$ cat config.mk
export PLATFORM = sky130hd
export DESIGN_NAME = mult_datapath
export DESIGN_NICKNAME = d
export VERILOG_FILES = /design/src/rtl/mult_datapath.sv
export SDC_FILE = /design/constraint.sdc
export NUM_CORES = 1
export LEC_CHECK = 0
export BUFFER_PORTS_ARGS = -buffer_cell sky130_fd_sc_hd__buf_2
export CAP_MARGIN = 20
export CORE_MARGIN = 4
export CORE_UTILIZATION = 50
export CTS_CLUSTER_SIZE = 12
export DETAILED_ROUTE_END_ITERATION = 16
export PLACE_DENSITY = 0.85
export RECOVER_POWER = 100
export REMOVE_ABC_BUFFERS = 1
export SKIP_CTS_REPAIR_TIMING = 1
export SLEW_MARGIN = 20
export SYNTH_ARGS = -nofsm -noshare
export SYNTH_HDL_FRONTEND = slang
export SYNTH_SLANG_ARGS = --single-unit
$ cat constraint.sdc
create_clock -name clk -period 3.2 [get_ports clk]
set_input_delay 0.16 -clock clk [delete_from_list [all_inputs] [get_ports clk]]
set_output_delay 0.16 -clock clk [all_outputs]
set_load 0.02 [all_outputs]
$ cat src/rtl/mult_datapath.sv
// mult_datapath: shift-add multiplier datapath.
// Holds the multiplicand M and the combined accumulator/multiplier register P,
// and executes the load / add / shift commands issued by the control FSM.
// Optional feature: define MULT_DP_PROTO_CHECK_EN to build the sticky protocol
// error flag `err`; otherwise `err` is tied low and no check logic exists.
module mult_datapath #(
    parameter int WIDTH = 64
) (
    input  logic                 clk,
    input  logic                 reset,
    input  logic [WIDTH-1:0]     a_in,
    input  logic [WIDTH-1:0]     b_in,
    input  logic                 initial_wr,
    input  logic                 sh_right,
    input  logic                 wr,
    output logic                 data_in,
    output logic [2*WIDTH-1:0]   product,
    output logic                 product_valid,
    output logic                 err
);

    localparam int CNT_W = $clog2(WIDTH) + 1;
    localparam logic [CNT_W-1:0] LAST_CNT = CNT_W'(WIDTH - 1);

    logic [WIDTH-1:0]   m;
    logic [2*WIDTH-1:0] p;
    logic [CNT_W-1:0]   cnt;
    logic [WIDTH:0]     sum;

    // Upper half plus multiplicand; the carry is kept as the new MSB of P.
    assign sum = {1'b0, p[2*WIDTH-1:WIDTH]} + {1'b0, m};

    assign data_in = p[0];
    assign product = p;

    // Command execution: reset > load > shift (with optional add) > hold.
    // NOTE: state registers use non-blocking assignments so every flop samples
    // pre-edge values; blocking here would create order-dependent simulation.
    always_ff @(posedge clk) begin
        if (reset) begin
            m             <= '0;
            p             <= '0;
            cnt           <= '0;
            product_valid <= 1'b0;
        end else if (initial_wr) begin
            m             <= a_in;
            p             <= {{WIDTH{1'b0}}, b_in};
            cnt           <= '0;
            product_valid <= 1'b0;
        end else if (sh_right) begin
            if (wr) begin
                p <= {sum, p[WIDTH-1:1]};
            end else begin
                p <= {1'b0, p[2*WIDTH-1:1]};
            end
            cnt <= cnt + CNT_W'(1);
            if (cnt == LAST_CNT) begin
                product_valid <= 1'b1;
            end
        end
    end

`ifdef MULT_DP_PROTO_CHECK_EN
    logic overrun;
    logic early_load;

    assign overrun    = sh_right && product_valid;
    assign early_load = initial_wr && (cnt != '0) && !product_valid;

    // Sticky protocol error: cleared only by reset.
    always_ff @(posedge clk) begin
        if (reset) begin
            err <= 1'b0;
        end else if (overrun || early_load) begin
            err <= 1'b1;
        end
    end
`else
    assign err = 1'b0;
`endif

endmodule

Yosys cells after proc, flatten, opt, wreduce, memory -nomap -nowiden
Index checks and enable logic that the tools add are counted.
{"block": "op_classes", "addsub": 2, "n_eq_ne": 1, "n_mux": 3, "reduce_logical": 3}
{"operator": "$mux 128", "n": 1}
{"operator": "$mux 64", "n": 2}
{"operator": "$add 64x64->65", "n": 1}
{"operator": "$add 7x1->7 const B", "n": 1}
{"operator": "$eq 7x6->1 const B", "n": 1}
{"operator": "$reduce_and 2->1", "n": 1}
{"operator": "$reduce_bool 2->1", "n": 1}
{"operator": "$reduce_or 2->1", "n": 1}
{"block": "word_totals", "reg_bits": 200, "input_bits": 133, "output_inout_bits": 131, "wordCells": 14}

Logic depth before layout (Yosys ltp)
Gate-level depths: netlist (run 1).
{"block": "logic_depth", "ltp_word": 4, "ltp_mapped": 11, "depth_no_buf": 11}

Worst setup path after synthesis (run 1)
Ideal clock, no wire load.
{"block": "synth_timing", "kind": "register to register", "start": "register p[64], in the netlist product[64]", "end": "register p[127], in the netlist product[127]", "setup_time_ps": 115, "arrival_time_ps": 2774, "required_time_ps": 3085, "path_slack_ps": 311, "stages_incl_launch_ff": 12, "n_path_buf": 0, "period_less_slack_ps": 2889, "path_cell_list": "dfxtp_1 -> ha_1 -> fa_1 -> a211oi_1 -> o211ai_2 -> a211oi_2 -> o311ai_4 -> a21oi_2 -> o21ai_0 -> a21oi_1 -> o221ai_1 -> and2_1"}
{"block": "synth_via", "elab_chain_len": 2}
{"item": "start, declared", "line": "26", "text": "logic [2*WIDTH-1:0] p;"}
{"item": "start signal, assigned", "line": "47", "text": "p <= {{WIDTH{1'b0}}, b_in};"}
{"item": "start signal, assigned", "line": "52", "text": "p <= {sum, p[WIDTH-1:1]};"}
{"item": "start signal, assigned", "line": "54", "text": "p <= {1'b0, p[2*WIDTH-1:1]};"}
{"item": "$add 64x64->65", "line": "31", "text": "assign sum = {1'b0, p[2*WIDTH-1:WIDTH]} + {1'b0, m};"}
{"item": "$mux 128", "line": "51", "text": "if (wr) begin"}
Every way passes these cells.
A chain may end at the register's enable or synchronous reset.

Final worst setup path (run 1)
{"block": "layout_timing", "start": "register p[64], in the netlist product[64]", "end": "register p[111], in the netlist product[111]"}
The elaborated chain is that of the path after synthesis.

==> summary.txt, run 1 <==
Setup path
  • CP Class: flop to flop
  • CP Cell Sequence: ha_1 > fa_1 > a211oi_2 > o211ai_2 > a211oi_4 > o311ai_4 > a21oi_2 > buf_4 > nor3_2 > nor2_1 > xor2_1 > a2111oi_2
  • Slowest Stage Delay on Critical Path: 460 ps
  • Crit path max fanout: 4
  • Crit path max-delay family: compound AO/OA/AOI/OAI gates
  • CP Launch Type: flop
  • Kind of end point of the critical path: flop
  • Worst EP arrival: 3400 ps
  • R2R setup slack: 140 ps
  • CP required: 3540 ps
  • Buffers & Inverters on Critical Path: 1
  • CP max stage cell: fa_1

GRT
  • GR Layer Usage met1: 33.1%
  • Total gr overflow: 0
  • Gr busiest metal: met2
  • Grt met3 use: 7.40%
  • First-pass GRT wire length: 57100 um
  • Vias in the first global route: ~11000
  • Largest net degree at the start of global routing: 97
  • Tot GR Track Use: 26.0%
  • Initial antenna violation count: 3
  • Met2 usage: a little over two fifths

Yosys
  • Syn avg cell area: 8.09 um2
  • Yosys cell types: 67
  • Number of synthesized flops with an enable pin: 0
  • Post-synthesis sequential area ratio: 33.0%
  • Synth top area share: between 30% and 40%
  • Synth area leader: dfxtp_1
  • Ys Warns: 0
  • Largest cells by area after synthesis: dfxtp_1 33%, mux2i_1 14%, nor2_1 8.8%
  • Async SR Flop Fraction: 0%
  • Synth Cell Area: 12100 um2
  • Post-Syn Instances: 1502
  • Register bit total from synthesis: 200
  • Main flop type after synthesis: dfxtp_1

Hold path
  • Hold Path Class: primary input to flop

Floorplanning
  • IO Pins: 264
  • Die width: 164 um
  • Core area: ~24000 um2
  • Die area: 26800 um2
  • Rows: 56
  • Initial core utilization: 51.3%
  • Chip height: roughly 160 um

Placement
  • PortBufs: 262
  • DP Worst Slack: 147 ps
  • Placed Instances: 2013
  • Global placer's final weighted congestion: 0.959
  • Cell area after placement: 13700 um2
  • Dpl hpwl: 26600 um

Power and ir drop
  • Pleak: between 6 and 7 nW
  • VDD IR-drop max: 256 uV
  • Cell Pwr Density: 396 nW/um2

Timing
  • Slew @ Worst Pin: 1750 ps
  • Setup ws final: between 100 and 150 ps
  • Final period util: 95.7%
  • Skew final: 11.4 ps
  • Max-slew violations: 96
  • Setup violations, final: 0
  • Final min period: 3060 ps
  • Fin Hold WS: -41.1 ps
  • Slew headroom: -16.6%
  • Final Hold Fails: 16
  • F_max: 0.326 GHz

Clock tree
  • Clock latency on the worst-skew pair: around 450 ps
  • Clock Pin Slew Worst Setup and Hold Paths: 80 ps
  • CTS buffer count: 17
  • Clk sinks: 200
  • CTS HTree Levels: 4
  • Clk buf depth: 2
  • Clk root buf: clkbuf_16
  • CTS tree: built

Run
  • Max-Cap Viols: 1

Cells and area
  • Final core utilization: 64.1%
  • Inserted Diodes: 0
  • Non-Filler Instances: 2150
  • Fill count: 2065
  • Area growth, synth to finish: 25.1%
  • Share of cells above drive strength 1: 11.7%
  • Fin area: 15200 um2
  • Nets: 2017

Detailed routing
  • Initial DRC Count: 891
  • First-pass iteration count of the detailed router: 6
  • Wirelength per Cell: 17.8 um
  • Vias per cell: 5.86
  • Via count: 12600
  • Drc violations: 0
  • Final wirelength: 38400 um
  • Final ANT Viol Nets: 0

Outcome
  • Failing checks: hold timing, capacitance limit, slew limit
  • Status: finished, violations left
[routing by layer]
layer,routed length [um],vias to the layer above
li1,-,5998
met1,15600,5858
met2,17800,619
met3,3590,110
met4,1270,4
met5,21,-
[sequential cells by signal (all words and copies together) (netlist names)]
| register | count |
|---|---|
| cnt | 7 |
| m | 64 |
| product_valid | 1 |
| product | 128 |
[placed cells by master, fill, tap and decap left out, drive strengths merged, types with 4 or more instances in the layout]
master,n
a21o,21
nor3,22
o21a,5
o2111ai,4
clkinv,4
nor2,284
nand2,81
or2,4
xor2,35
and4,4
buf,153
dlygate4sd3,105
or3,20
o31ai,5
nand4,22
clkbuf,152
a211oi,28
ha,65
nor2b,9
o22ai,5
a21oi,194
o21bai,19
xnor2,24
o211ai,14
dfxtp,200
nor4,6
a221oi,7
nand3,18
and3,12
inv,20
o21ai,75
mux2i,171
a31oi,7
[area by class of cell]
type	count	area (um2)	area share, %
clock inverters	14	135	0.890
multi-input cells	1194	7760	51.1
repair buffers	392	2400	15.8
well taps	319	399	2.63
inverters	13	48.8	0.321
clock buffers	18	439	2.89
flip-flops and latches	200	4000	26.4
[cells by family (layout without fill, tap and decap cells)]
| group | Yosys count | after routing | share of synthesized area (%) |
|---|---|---|---|
| other cells | 1 | 1 | 0.0309 |
| mux | 172 | 172 | 14.2 |
| compound gates | 403 | 403 | 20.3 |
| buf+inv | 108 | 437 | 3.54 |
| xor+xnor | 59 | 59 | 4.26 |
| flops | 200 | 200 | 33.0 |
| fa+ha+maj | 66 | 66 | 6.86 |
| simple gates | 493 | 493 | 17.9 |
[final timing paths]
path	from	to	cells after the start
hold / removal	a_in[33]	m[33]	3
setup reg to reg	product[64]	product[111]	12
hold reg to reg	cnt[5]	cnt[5]	2
setup / recovery	product[64]	product[111]	12
[worst reg2reg max path, cell delays in order, from the launching register on]
cell       delay, ps
dfxtp_1          340
ha_1             230
fa_1             460
a211oi_2         320
o211ai_2         170
a211oi_4         340
o311ai_4         180
a21oi_2          190
buf_4            160
nor3_2            40
nor2_1           120
xor2_1            90
a2111oi_2        340
[metrics by stage]
stage               power (W)  setup TNS, ps
floorplan             0.00337              0
global placement      0.00381              0
detailed placement    0.00383              0
CTS                   0.00595              0
global route          0.00628          -45.2
finish                0.00602              0
[synth_stat cells (3+ instances only)]
| cell | n |
|---|---|
| nor2_1 | 284 |
| a21oi_2 | 3 |
| o22ai_1 | 5 |
| a22oi_1 | 3 |
| buf_2 | 13 |
| inv_1 | 13 |
| o21a_1 | 5 |
| mux2i_1 | 171 |
| o21ai_0 | 73 |
| a21oi_1 | 191 |
| ha_1 | 65 |
| a31oi_1 | 7 |
| a211oi_1 | 26 |
| nand4_1 | 22 |
| dfxtp_1 | 200 |
| a21o_1 | 21 |
| a221oi_1 | 7 |
| clkbuf_1 | 65 |
| nand2_1 | 81 |
| and3_1 | 12 |
| o31ai_1 | 4 |
| o211ai_2 | 3 |
| nor4_1 | 5 |
| nand2b_1 | 3 |
| xor2_1 | 35 |
| nor3_1 | 21 |
| buf_1 | 14 |
| xnor2_1 | 24 |
| o211ai_1 | 11 |
| or3_1 | 19 |
| o21bai_1 | 19 |
| nor2b_1 | 9 |
| o2111ai_1 | 4 |
| nand3_1 | 18 |
| or2_2 | 4 |
| and2_1 | 3 |
| and4_1 | 4 |
[power breakdown]
part	internal (W)	switching, W
clock	0.00106	0.00108
combinational	0.000487	0.000687
sequential	0.00261	0.000105
total	0.00415	0.00187
Note: power is estimated with default switching activity, not from simulation.
==> run 2: changes to the inputs <==
--- a/config.mk
+++ b/config.mk
@@ -5,13 +5,14 @@
 export SDC_FILE = /design/constraint.sdc
 export NUM_CORES = 1
 export LEC_CHECK = 0
+export ABC_AREA = 1
 export BUFFER_PORTS_ARGS = -buffer_cell sky130_fd_sc_hd__buf_2
 export CAP_MARGIN = 20
 export CORE_MARGIN = 4
 export CORE_UTILIZATION = 50
 export CTS_CLUSTER_SIZE = 12
 export DETAILED_ROUTE_END_ITERATION = 16
-export PLACE_DENSITY = 0.85
+export PLACE_DENSITY = 0.84
 export RECOVER_POWER = 100
 export REMOVE_ABC_BUFFERS = 1
 export SKIP_CTS_REPAIR_TIMING = 1
==> constraint.sdc (replaced) <==
create_clock -name clk -period 3.2 [get_ports clk]
set_input_delay 0.48 -clock clk [delete_from_list [all_inputs] [get_ports clk]]
set_output_delay 0.48 -clock clk [all_outputs]
set_load 0.02 [all_outputs]
==> run 2 against run 1 <==
Against the previous run:
- the flow finishes with violations (capacitance limit, slew limit)
- highest routed layer unchanged
- synthesized cell count is 62% higher
- via count is 24% higher
- maximum frequency is 10% higher
- critical path type unchanged
==> summary.txt, run 2 <==
Detailed routing
  • Final wirelength: 48500 um (+27%)
  • Initial DRC Count: 1440 (+62%)
  • First-pass iteration count of the detailed router: 6 (unchanged)
  • Final ANT Viol Nets: 0 (unchanged)
  • Wirelength per Cell: 16.0 um (-10%)
  • Via count: 15700 (+24%)
  • Vias per cell: 5.16 (-12%)
  • Drc violations: 0 (unchanged)

Yosys
  • Async SR Flop Fraction: 0% (unchanged)
  • Top-count cell post-synth: nand2_1
  • Synth top area share: 28.4% (-4.5 points)
  • Number of synthesized flops with an enable pin: 0 (unchanged)
  • Register bit total from synthesis: 200 (unchanged)
  • Yosys cell types: 38 (-43%)
  • Main flop type after synthesis: dfxtp_1
  • Ys Warns: 0 (unchanged)
  • Post-Syn Instances: 2430 (+62%)
  • Synth top cells by count: 838 x nand2_1, 428 x inv_1, 310 x nor2_1
  • Post-synthesis sequential area ratio: 28.4% (-4.5 points)
  • Synth Cell Area: 14100 um2 (+16%)
  • Synth area leader: dfxtp_1
  • Syn avg cell area: 5.79 um2 (-28%)
  • Largest cells by area after synthesis: dfxtp_1 28%, nand2_1 22%, inv_1 11%

Setup path
  • R2R setup slack: 410 ps (+280 ps)
  • CP Class: flop to flop
  • CP Launch Type: flop
  • Slowest Stage Delay on Critical Path: 410 ps (-50 ps)
  • RR Endpoint: product[105]
  • RR Startpoint: product[64]
  • CP max stage cell: fa_1
  • CP Cell Sequence: ha_1 > fa_1 > nand2_1 > inv_1 > nand3_1 > nand3_1 > nand2_1 > nand2_1 > nand2_1 > nand2_1 > nand2_1 > nand2_1 > nand2_1 > nand3_1 > nand2_1 > a21oi_1
  • Worst EP arrival: 3130 ps (-270 ps)
  • Crit path max fanout: 4 (unchanged)
  • CP required: 3550 ps (about the same)
  • Kind of end point of the critical path: flop
  • R2R cell count: 16 (+4)
  • Most frequent cell on the critical path: nand2_1

Power and ir drop
  • Pleak: 8.63 nW (+29%)
  • Cell Pwr Density: 379 nW/um2 (-4.3%)
  • VDD IR-drop max: 329 uV (+28%)

Floorplanning
  • Die width: 176 um (+7.3%)
  • Initial core utilization: 50.7% (-0.62 points)
  • Rows: 61 (+8.9%)
  • IO Pins: 264 (unchanged)
  • Chip height: 176 um (+7.3%)
  • Die area: 30900 um2 (+15%)
  • Core area: 27800 um2 (+17%)

Cells and area
  • Area growth, synth to finish: 14.1%
  • Nets: 2843 (+41%)
  • Max reg flops: 128 (unchanged)
  • Commonest cells after routing, fill and taps aside: 845 x nand2_1, 429 x inv_1, 312 x nor2_1
  • Share of cells above drive strength 1: 8.51% (-3.2 points)
  • Non-Filler Instances: 3036 (+41%)
  • Most common cell after layout, fill and taps aside: nand2_1

GRT
  • First-pass GRT wire length: 76000 um (+33%)
  • Initial antenna violation count: 5 (+2)
  • GR Layer Usage met1: 40.5% (+7.4 points)
  • Vias in the first global route: 14500 (+28%)
  • Tot GR Track Use: 30.6% (+4.6 points)
  • Grt met3 use: 7.04% (-0.36 points)
  • Largest net degree at the start of global routing: 107 (+10%)
  • Total gr overflow: 0 (unchanged)
  • Gr busiest metal: met2
  • Met2 usage: 48.6% (+6.1 points)

Timing
  • Max-slew violations: 86 (-10%)
  • Skew final: 19.8 ps (+8.46 ps)
  • Final period util: 87.0% (-8.7 points)
  • Setup violations, final: 0 (unchanged)
  • Slew headroom: -23.4% (-6.8 points)
  • F_max: 0.359 GHz (+10%)
  • TNS Setup: 0 ps (unchanged)
  • Slew @ Worst Pin: 1850 ps (+102 ps)
  • Final Hold Fails: 0 (-16)
  • RSZ-0062 raised after global routing: false
  • Final min period: 2790 ps (-278 ps)

Clock tree
  • CTS tree: built
  • Clk buf depth: 2 (unchanged)
  • CTS HTree Levels: 4 (unchanged)
  • Clk root buf: clkbuf_16
  • CTS buffer count: 17 (unchanged)
  • Clock latency on the worst-skew pair: 460 ps (about the same)
  • Clk sinks: 200 (unchanged)
  • Clock Pin Slew Worst Setup and Hold Paths: 90 ps (about the same)

Outcome
  • Failing checks: capacitance limit, slew limit
  • Status: finished, violations left

Hold path
  • Hold Crit Depth: 3 (unchanged)
  • Worst hold endpoint: m[61]
  • Hold_sp: a_in[61]
  • Hold Path Class: primary input to flop

Placement
  • Dpl hpwl: 37900 um (+43%)
  • PortBufs: 262 (unchanged)
  • Placed Instances: 3003 (+49%)
  • Global placer's final weighted congestion: 1.02 (+6.1%)

Run
  • Max-Cap Viols: 3 (+2)
## run 2: changes by cell type after synthesis, moves of 18 or more
cell,change
nand2_1,+757
inv_1,+415
mux2i_1,-171
a21oi_1,-74
nand3_1,+54
o21ai_0,+35
a211oi_1,-26
nor2_1,+26
o211ai_1,+26
nor2_2,+24
xor2_1,-23
a22oi_1,+22
a21o_1,-21
or3_1,-18
## run 2: routing by layer
| layer | part of all wire, % | wire (um) | vias to the layer above |
|---|---|---|---|
| met1 | 43 | 20800 | 7011 |
| met5 | 0.097 | 47 | - |
| li1 | - | - | 7854 |
| met4 | 3.7 | 1790 | 6 |
| met3 | 9.2 | 4480 | 102 |
| met2 | 44 | 21400 | 695 |
## run 2: area by class of cell
class / count / area [um2]
Fill cell: 2925 / 11700
Multi-Input combinational cell: 1701 / 8010
Sequential cell: 200 / 4000
Inverter: 447 / 1680
Timing Repair Buffer: 277 / 1280
Tap cell: 378 / 473
Clock buffer: 18 / 439
Clock inverter: 14 / 170
Antenna cell: 1 / 2.50
## run 2: report_power, final
| group | internal [W] | leakage [nW] | switching, W |
|---|---|---|---|
| clock network | 0.00115 | 0.297 | 0.00115 |
| registers | 0.00261 | 1.64 | 0.0000989 |
| logic | 0.000361 | 6.69 | 0.000718 |
## run 2: how the worst max path moves through the flow
stage / startpoint / end / slack [ps] / depth (start not counted)
3_5_place_dp: product[64] / product[105] / 570 / 16
2_1_floorplan: sh_right / product[14] / 470 / 6
6_report: product[64] / product[105] / 410 / 16
3_3_place_gp: product[64] / product[105] / 600 / 16
4_1_cts: product[64] / product[105] / 560 / 16
5_1_grt: reset / m[54] / 290 / 5
## run 2: cells by family (layout without fill, tap and decap cells)
group	count (synthesis)	after routing	synth area share, %
xor gates and xnor gates	27	27	1.68
adders and majority gates	66	66	5.92
and+or+nand+nor	1288	1288	36.6
other	1	2	0.0266
buffers and inverters	529	756	14.2
AOI/OAI and AO/OA	319	319	13.1
DFF	200	200	28.4
## run 2: worst max-delay path, delay by kind of cell (launching register included)
kind | cells | cell delay [ps]
compound gates | 1 | 60
fa+ha+maj | 2 | 700
buf+inv | 1 | 70
flops | 1 | 350
simple gates | 12 | 1490
## run 2: stage by stage
step	total power (W)	utilization [%]	area (um2)	worst slack (ps)	hold WS, ps
floorplan	0.00342	-	13700	473	439
global placement	0.00384	56.5	15700	605	460
detailed placement	0.00386	56.5	15700	572	461
CTS	0.00614	58.7	16300	559	223
global route	0.00636	57.8	16100	289	242
finish	0.00609	57.8	16100	415	239
==> run 3: changes to the inputs <==
--- a/config.mk
+++ b/config.mk
@@ -12,7 +12,7 @@
 export CORE_UTILIZATION = 50
 export CTS_CLUSTER_SIZE = 12
 export DETAILED_ROUTE_END_ITERATION = 16
-export PLACE_DENSITY = 0.84
+export PLACE_DENSITY = 0.73
 export RECOVER_POWER = 100
 export REMOVE_ABC_BUFFERS = 1
 export SKIP_CTS_REPAIR_TIMING = 1
==> run 3 against run 2 <==
Against the previous run:
- critical endpoint is now product[21]
- the run still ends with capacitance limit, slew limit left
- flip-flop and latch count is the same
- global-route usage grew 1.2 points
- critical path type is now primary input to flop
- largest power group unchanged
- first-iteration DRC count grew 2.3%
==> summary.txt, run 3 (synthesis gave the netlist of run 2 again) <==
Clock tree
  • CTS HTree Levels: 4 (unchanged)
  • Clock latency on the worst-skew pair: 450 ps (about the same)
  • CTS tree: built
  • Clk buf depth: 2 (unchanged)
  • CTS buffer count: 17 (unchanged)
  • Clock Pin Slew Worst Setup and Hold Paths: 90 ps (about the same)
  • Clk root buf: clkbuf_16
  • Clk sinks: 200 (unchanged)

Setup path
  • CP Cell Sequence: clkbuf_1 > clkbuf_1 > nor2_1 > clkbuf_2 > nand2_1 > o211ai_1 > nand2_1 > inv_1
  • Worst EP arrival: 3170 ps (+40 ps)
  • RR Endpoint: product[105]
  • CP Class: primary input to flop
  • Kind of end point of the critical path: flop
  • Slowest Stage Delay on Critical Path: 1220 ps (+810 ps)
  • Crit path max fanout: 38 (+34)
  • CP Launch Type: primary input
  • CP required: 3540 ps (about the same)
  • Crit path to: product[21]
  • R2R cell count: 16 (unchanged)
  • R2R setup slack: 470 ps (+60 ps)
  • CP max stage cell: clkbuf_1
  • CP Launch Point: initial_wr
  • RR Startpoint: product[64]

Power and ir drop
  • VDD IR-drop max: 338 uV (+2.8%)
  • Design Power: 0.00604 W (-0.90%)
  • Cell Pwr Density: 375 nW/um2 (-1.1%)
  • Pleak: 8.68 nW (+0.50%)

GRT
  • Tot GR Track Use: 31.8% (+1.2 points)
  • Largest net degree at the start of global routing: 107 (unchanged)
  • Gr busiest metal: met2
  • Met2 usage: 51.5% (+2.9 points)
  • First-pass GRT wire length: 79500 um (+4.6%)
  • Total gr overflow: 0 (unchanged)
  • Grt met3 use: 5.94% (-1.1 points)
  • Vias in the first global route: 14800 (+2.4%)
  • GR Layer Usage met1: 44.4% (+3.9 points)
  • Initial antenna violation count: 3 (-2)

Timing
  • Skew final: 19.6 ps (-0.215 ps)
  • Final min period: 2830 ps (+45.9 ps)
  • RSZ-0062 raised after global routing: false
  • Slew @ Worst Pin: 1900 ps (+50.1 ps)
  • F_max: 0.353 GHz (-1.6%)
  • Slew headroom: -26.7% (-3.3 points)
  • Setup violations, final: 0 (unchanged)
  • Max-slew violations: 84 (-2.3%)
  • Final Hold Fails: 0 (unchanged)
  • TNS Setup: 0 ps (unchanged)
  • Final period util: 88.5% (+1.4 points)

Placement
  • Dpl hpwl: 39100 um (+3.0%)
  • Placed Instances: 3004 (+0.033%)
  • PortBufs: 262 (unchanged)
  • Global placer's final weighted congestion: 0.971 (-4.6%)

Hold path
  • Hold_sp: a_in[6]
  • Hold Path Class: primary input to flop

Floorplanning
  • Chip height: 176 um (unchanged)
  • Die area: 30900 um2 (unchanged)
  • IO Pins: 264 (unchanged)
  • Die width: 176 um (unchanged)
  • Core area: 27800 um2 (unchanged)
  • Rows: 61 (unchanged)
  • Initial core utilization: 50.7% (unchanged)

Detailed routing
  • Initial DRC Count: 1473 (+2.3%)
  • Drc violations: 0 (unchanged)
  • First-pass iteration count of the detailed router: 7 (+1)
  • Via count: 15400 (-1.6%)
  • Final wirelength: 49800 um (+2.7%)
  • Vias per cell: 5.08 (-1.6%)
  • Wirelength per Cell: 16.4 um (+2.7%)
  • Final ANT Viol Nets: 0 (unchanged)

Cells and area
  • Commonest cells after routing, fill and taps aside: 838 x nand2_1, 430 x inv_1, 311 x nor2_1
  • Area growth, synth to finish: 14.2%
  • Max reg flops: 128 (unchanged)
  • Non-Filler Instances: 3037 (+0.033%)
  • Fill count: 3033 (+3.7%)
  • Share of cells above drive strength 1: 8.99% (+0.49 points)
  • Most common cell after layout, fill and taps aside: nand2_1
  • Nets: 2844 (+0.035%)
  • Final core utilization: 57.9% (+0.086 points)

Run
  • Max-Cap Viols: 2 (-1)

Outcome
  • Status: finished, violations left
  • Failing checks: capacitance limit, slew limit
## run 3: worst min path at each step
| stage | cells after the start | endpoint | slack (ps) |
|---|---|---|---|
| 4_1_cts | 3 | m[8] | 240 |
| 2_1_floorplan | 2 | m[42] | 440 |
| 5_1_grt | 3 | m[4] | 240 |
| 3_5_place_dp | 2 | cnt[2] | 470 |
| 3_3_place_gp | 2 | cnt[6] | 460 |
| 6_report | 3 | m[6] | 250 |
## run 3: critical path, delay by kind of cell
family                 cells  cell delay, ps
buffers and inverters      4            2160
AOI/OAI and AO/OA          1             100
and+or+nand+nor            3             420
## run 3: power breakdown
group,total (W),internal (W),switching [W]
Clock,0.00223,0.00109,0.00115
Combinational,0.00109,0.000363,0.000725
Sequential,0.00272,0.00261,0.000102
## run 3: routing by layer
layer / vias up / routed length, um
met5: - / 27
met4: 4 / 950
met3: 55 / 3970
met2: 587 / 22100
met1: 6917 / 22800
li1: 7861 / -
## run 3: layout make-up
class                           instances  area (um2)  area share [%]
Tap cell                              378         473            2.94
Clock buffer                           20         457            2.84
Clock inverter                         12         126           0.786
Sequential cell                       200        4000            24.9
Inverter                              447        1680            10.4
Multi-Input combinational cell       1701        8050            50.1
Timing Repair Buffer                  278        1280            7.99
Antenna cell                            1        2.50          0.0156
## run 3: metrics by stage
step | instance area, um2 | setup slack [ps] | hold slack, ps
detailed placement | 15700 | 495 | 474
global route | 16100 | 124 | 243
floorplan | 13700 | 473 | 439
finish | 16100 | 369 | 250
global placement | 15700 | 484 | 460
CTS | 16300 | 474 | 236
